==> src/rtl/hub75_column_driver.sv <==
// HUB75 column driver: per frame, latches the rotor angle and walks every scan line,
// shifting both lanes out once per BCM bit plane before latching and lighting them.
module hub75_column_driver #(
    parameter int SCAN_RATE      = 32,
    parameter int NUM_ROWS       = 64,
    parameter int RGB_RES        = 9,
    parameter int ROTATIONAL_RES = 256,
    parameter int BASE_HOLD      = 16
) (
    input  logic                                         clk_in,
    input  logic                                         rst_n_in,
    input  logic                                         en_in,
    input  logic [$clog2(ROTATIONAL_RES)-1:0]            dtheta_in,
    input  logic [1:0][NUM_ROWS-1:0][RGB_RES-1:0]        columns_in,
    output logic [$clog2(ROTATIONAL_RES)-1:0]            dtheta_out,
    output logic [$clog2(SCAN_RATE)-1:0]                 column_index1_out,
    output logic [$clog2(SCAN_RATE)-1:0]                 column_index2_out,
    output logic [1:0]                                   hub_r_out,
    output logic [1:0]                                   hub_g_out,
    output logic [1:0]                                   hub_b_out,
    output logic [$clog2(SCAN_RATE)-1:0]                 hub_addr_out,
    output logic                                         hub_clk_out,
    output logic                                         hub_latch_out,
    output logic                                         hub_oe_n_out,
    output logic                                         frame_done_out
);
    localparam int PB       = RGB_RES / 3;
    localparam int AW       = $clog2(SCAN_RATE);
    localparam int TW       = $clog2(ROTATIONAL_RES);
    localparam int BW       = (PB > 1) ? $clog2(PB) : 1;
    localparam int CW       = $clog2(2 * NUM_ROWS);
    localparam int HOLD_MAX = BASE_HOLD << (PB - 1);
    localparam int HW       = $clog2(HOLD_MAX + 1);

    typedef enum logic [2:0] {S_SYNC, S_FETCH, S_SHIFT, S_LATCH, S_DISPLAY} state_t;

    state_t                                  state_q, state_d;
    logic [AW-1:0]                           s_q, s_d;
    logic [BW-1:0]                           b_q, b_d;
    logic [CW-1:0]                           cnt_q, cnt_d;
    logic [HW-1:0]                           hold_q, hold_d;
    logic [HW-1:0]                           hold_last;
    logic [1:0][NUM_ROWS-1:0][RGB_RES-1:0]   buf_q, buf_d;
    logic [TW-1:0]                           theta_q, theta_d;
    logic [AW-1:0]                           addr_q, addr_d;

    logic [RGB_RES-1:0] pix_lane [2];
    logic [PB-1:0]      r_fld    [2];
    logic [PB-1:0]      g_fld    [2];
    logic [PB-1:0]      b_fld    [2];

    // cnt_q walks two cycles per pixel: its upper bits pick the pixel, bit 0 is the shift clock
    genvar gi;
    generate
        for (gi = 0; gi < 2; gi++) begin : g_lane
            assign pix_lane[gi] = buf_q[gi][cnt_q[CW-1:1]];
            assign r_fld[gi]    = pix_lane[gi][3*PB-1:2*PB];
            assign g_fld[gi]    = pix_lane[gi][2*PB-1:PB];
            assign b_fld[gi]    = pix_lane[gi][PB-1:0];
        end
    endgenerate

    assign hold_last         = (HW'(BASE_HOLD) << b_q) - HW'(1);
    assign dtheta_out        = theta_q;
    assign column_index1_out = s_q;
    assign column_index2_out = s_q;
    assign hub_addr_out      = addr_q;

    always_comb begin
        state_d        = state_q;
        s_d            = s_q;
        b_d            = b_q;
        cnt_d          = cnt_q;
        hold_d         = hold_q;
        buf_d          = buf_q;
        theta_d        = theta_q;
        addr_d         = addr_q;
        hub_r_out      = 2'b00;
        hub_g_out      = 2'b00;
        hub_b_out      = 2'b00;
        hub_clk_out    = 1'b0;
        hub_latch_out  = 1'b0;
        hub_oe_n_out   = 1'b1;
        frame_done_out = 1'b0;
        case (state_q)
            S_SYNC: begin
                if (en_in) begin
                    theta_d = dtheta_in;
                    state_d = S_FETCH;
                end
            end
            S_FETCH: begin
                buf_d   = columns_in;
                cnt_d   = '0;
                state_d = S_SHIFT;
            end
            S_SHIFT: begin
                hub_clk_out = cnt_q[0];
                hub_r_out   = {r_fld[1][b_q], r_fld[0][b_q]};
                hub_g_out   = {g_fld[1][b_q], g_fld[0][b_q]};
                hub_b_out   = {b_fld[1][b_q], b_fld[0][b_q]};
                cnt_d       = cnt_q + CW'(1);
                if (cnt_q == CW'(2 * NUM_ROWS - 1)) begin
                    state_d = S_LATCH;
                end
            end
            S_LATCH: begin
                hub_latch_out = 1'b1;
                addr_d        = s_q;
                hold_d        = '0;
                state_d       = S_DISPLAY;
            end
            S_DISPLAY: begin
                hub_oe_n_out = 1'b0;
                hold_d       = hold_q + HW'(1);
                if (hold_q == hold_last) begin
                    hold_d = '0;
                    if (b_q != BW'(PB - 1)) begin
                        // next plane reuses the buffered columns
                        b_d     = b_q + BW'(1);
                        cnt_d   = '0;
                        state_d = S_SHIFT;
                    end else if (s_q != AW'(SCAN_RATE - 1)) begin
                        b_d     = '0;
                        s_d     = s_q + AW'(1);
                        state_d = S_FETCH;
                    end else begin
                        b_d            = '0;
                        s_d            = '0;
                        frame_done_out = 1'b1;
                        state_d        = S_SYNC;
                    end
                end
            end
            default: state_d = S_SYNC;
        endcase
    end

    always_ff @(posedge clk_in or negedge rst_n_in) begin
        if (!rst_n_in) begin
            state_q <= S_SYNC;
            s_q     <= '0;
            b_q     <= '0;
            cnt_q   <= '0;
            hold_q  <= '0;
            buf_q   <= '0;
            theta_q <= '0;
            addr_q  <= '0;
        end else begin
            state_q <= state_d;
            s_q     <= s_d;
            b_q     <= b_d;
            cnt_q   <= cnt_d;
            hold_q  <= hold_d;
            buf_q   <= buf_d;
            theta_q <= theta_d;
            addr_q  <= addr_d;
        end
    end
endmodule

==> config.mk <==
export PLATFORM = sky130hd
export DESIGN_NAME = hub75_column_driver
export DESIGN_NICKNAME = d
export VERILOG_FILES = /design/src/rtl/hub75_column_driver.sv
export SDC_FILE = /design/constraint.sdc
export NUM_CORES = 2
export LEC_CHECK = 0
export CAP_MARGIN = 20
export CORE_AREA = 3 3 459 461
export DETAILED_ROUTE_END_ITERATION = 7
export DIE_AREA = 0 0 462 464
export MAX_ROUTING_LAYER = met4
export SYNTH_ARGS = -nofsm -noshare
export SYNTH_HDL_FRONTEND = slang
export SYNTH_SLANG_ARGS = --single-unit
==> constraint.sdc <==
create_clock -name clk_in -period 3.7 [get_ports clk_in]
set_input_delay 0.925 -clock clk_in [delete_from_list [all_inputs] [get_ports clk_in]]
set_output_delay 0.925 -clock clk_in [all_outputs]
set_load 0.05 [all_outputs]
==> flow_metrics.tcl <==
set metrics [dict create \
    crit_required_ns 2.77 \
    clock_sinks 1189 \
    fillCellCount 19750 \
    clockRootBuffer "clkbuf_16" \
    core_area_um2 206900 \
    cts_hold_buf 0 \
    worstMarginPinSlew_ns 0.9273 \
    nets 6170 \
    synth_seq_cells 1189 \
    hold_class "input pin to asynchronous set/reset pin" \
    clk_latency_ns 0.77 \
    period_needed_ns 4.660 \
    synth_edf_count 0 \
    totalWireLength_um 235900 \
    slew_headroom 0.3818 \
    die_area_um2 214400 \
    htree_num_levels 4 \
    rr_startpoint "state_q[0]" \
    hold_violations 0 \
    syn-cell-area_um2 53800 \
    cts_tree "yes" \
    via_per_inst 4.800 \
    overflow 0 \
    yosysUniqueCellTypes 61 \
    drc_errors 0 \
    rsz0062_at_grt "true" \
    num_rows 167 \
    vias 37990 \
    wl_per_cell_um 29.80 \
    fmax_mhz 214.6 \
    multi_input_area_um2 23520 \
    drive_above_1_share 0.4140 \
    grt_pass1_vias 40950 \
    antenna_found_initial 121 \
    finalClockSkew_ns 0.02175 \
    portBuffers 1195 \
    dpl.hpwl_um 186600 \
    synth_cells 3517 \
    ys_seq_area_frac 0.5530 \
    synth-warning-count 0 \
    grt_pass1_wl_um 322900 \
    io_pins 1196 \
    setup.worst_path.class "flop to output port" \
    gp_congestion 0.8884 \
    clk_pin_slew_ns 0.06 \
    grt.total_usage 0.2209 \
    die_w_um 462 \
    numCtsBuffers 143 \
    whs_ns 0.04436 \
    drt_iter0_drc 2224 \
    start_util 0.2601 \
    start_kind "flop" \
    cts_max_path_buffers 3 \
    status "complete, but fails checks" \
    seqCellArea_um2 29770 \
    drv_slew 0 \
    syn_area_per_cell_um2 15.30 \
    layout_common_cells "dfrtp_1 (1,184), clkdlybuf4s50_1 (1,184), mux2_2 (1,169)" \
    syn_to_final_growth_pct 44.87 \
    setup_violations 6 \
    synth_flop_cell "dfrtp_1" \
    violations "negative setup slack" \
    timing.final.ws_setup_ns -0.9597 \
    async_reset_ff_frac 1.000 \
    worstPathArrival_ns 3.73 \
    vdd_drop_max_mv 0.4479 \
    total_power_w 0.03119 \
    syn_nets 4684 \
    die_y_um 464 \
    power.leakage_nw 29.85 \
    synth_area_leaders "dfrtp_1 (55%), mux2_2 (24%), mux4_2 (6.2%)" \
    powerDensity_nw_per_um2 400.1 \
    post-route-period-util 1.259 \
    netlist.area_leader.share 0.5530 \
    yosys.area.top_type "dfrtp_1" \
    startpoint "cnt_q[1]" \
    dr.pass1.iters 5 \
    crit_fanout 14 \
    ant_nets 0 \
    grt_max_degree 121 \
    worst_setup_path_end_kind "output port" \
    cap_viol_max_count 0 \
]
## worst max-delay path, cell delays in order (launching register included)
cell	delay, ns
dfrtp_4	0.58
or3b_4	0.48
buf_12	0.17
buf_12	0.16
o22ai_4	0.28
buf_6	0.16
a211oi_4	0.06
a221oi_2	0.31
o21ai_2	0.12
a41oi_4	0.40
buf_12	0.19
## final timing paths
| path | to | slack (ns) | cells past startpoint |
|---|---|---|---|
| max | hub_r_out[1] | -0.96 | 10 |
| max in group asynchronous | buf_q[822] | 2.40 | 3 |
| min | dtheta_out[0] | 0.04 | 1 |
| min reg2reg | buf_q[716] | 0.50 | 1 |
| min in group clk_in | buf_q[716] | 0.50 | 1 |
| max reg2reg | buf_q[665] | 1.00 | 5 |
## stage by stage
stage | instance area (um^2) | cells | util | worst slack [ns] | setup TNS [ns]
floorplan | 53800 | 3517 | - | 0.03021 | 0
detailed placement | 71400 | 7526 | 0.3452 | -1.140 | -4.671
CTS | 77410 | 7807 | 0.3742 | -1.100 | -6.309
global placement | 71400 | 7526 | 0.3452 | -1.141 | -4.595
finish | 77940 | 7914 | 0.3768 | -0.9597 | -5.317
global route | 77920 | 7905 | 0.3767 | -1.113 | -6.383
## layout make-up
type	count	area share
diodes	101	0.003243
multi-input cells	2055	0.3017
clock inverters	41	0.007159
clock buffers	210	0.05368
flip-flops and latches	1189	0.3820
repair buffers	1608	0.2085
inverters	6	0.0002889
well taps	2704	0.04341
## synthesized netlist by cell type (18+ instances only)
master	count
o22ai_1	33
dfrtp_1	1189
clkbuf_1	150
buf_2	70
a211oi_1	30
mux2i_1	260
o221ai_1	32
a221oi_1	58
nor2_1	18
a22oi_1	32
a21oi_1	43
nand2_1	27
mux2_2	1169
o21ai_0	63
mux4_2	147
## metal layers
metal  GRT usage  wire length (um)
met5           -                 0
met4     0.05857              6248
met3     0.05907             16450
met2      0.3760            119600
met1      0.2564             93530
## repair_timing
item / CTS / global route
setup endpoints to repair: 7 / 7
resized for setup: 192 / 45
cloned: 5 / 1
setup buffers: 27 / 7
pin swaps: 37 / 27
## cell families after synthesis
group,synth area share
XOR/XNOR,0.0003256
adder cells (fa/ha/maj),0.0009303
AO/OA/AOI/OAI,0.04781
multiplexers,0.3619
flip-flops,0.5530
AND/OR/NAND/NOR,0.009024
buffers and inverters,0.02698
## state kept, by name (all words and copies together) (netlist names)
register	flops
buf_q	1152
dtheta_out	8
cnt_q	7
hold_q	7
column_index1_out	5
hub_addr_out	5
state_q	3
b_q	2
## power by group
part	switching [W]	internal (W)
Clock	0.00589	0.00843
Combinational	0.000987	0.00183
Sequential	0.000400	0.0137
Total	0.00728	0.0239
(Power assumes the default switching activity.)
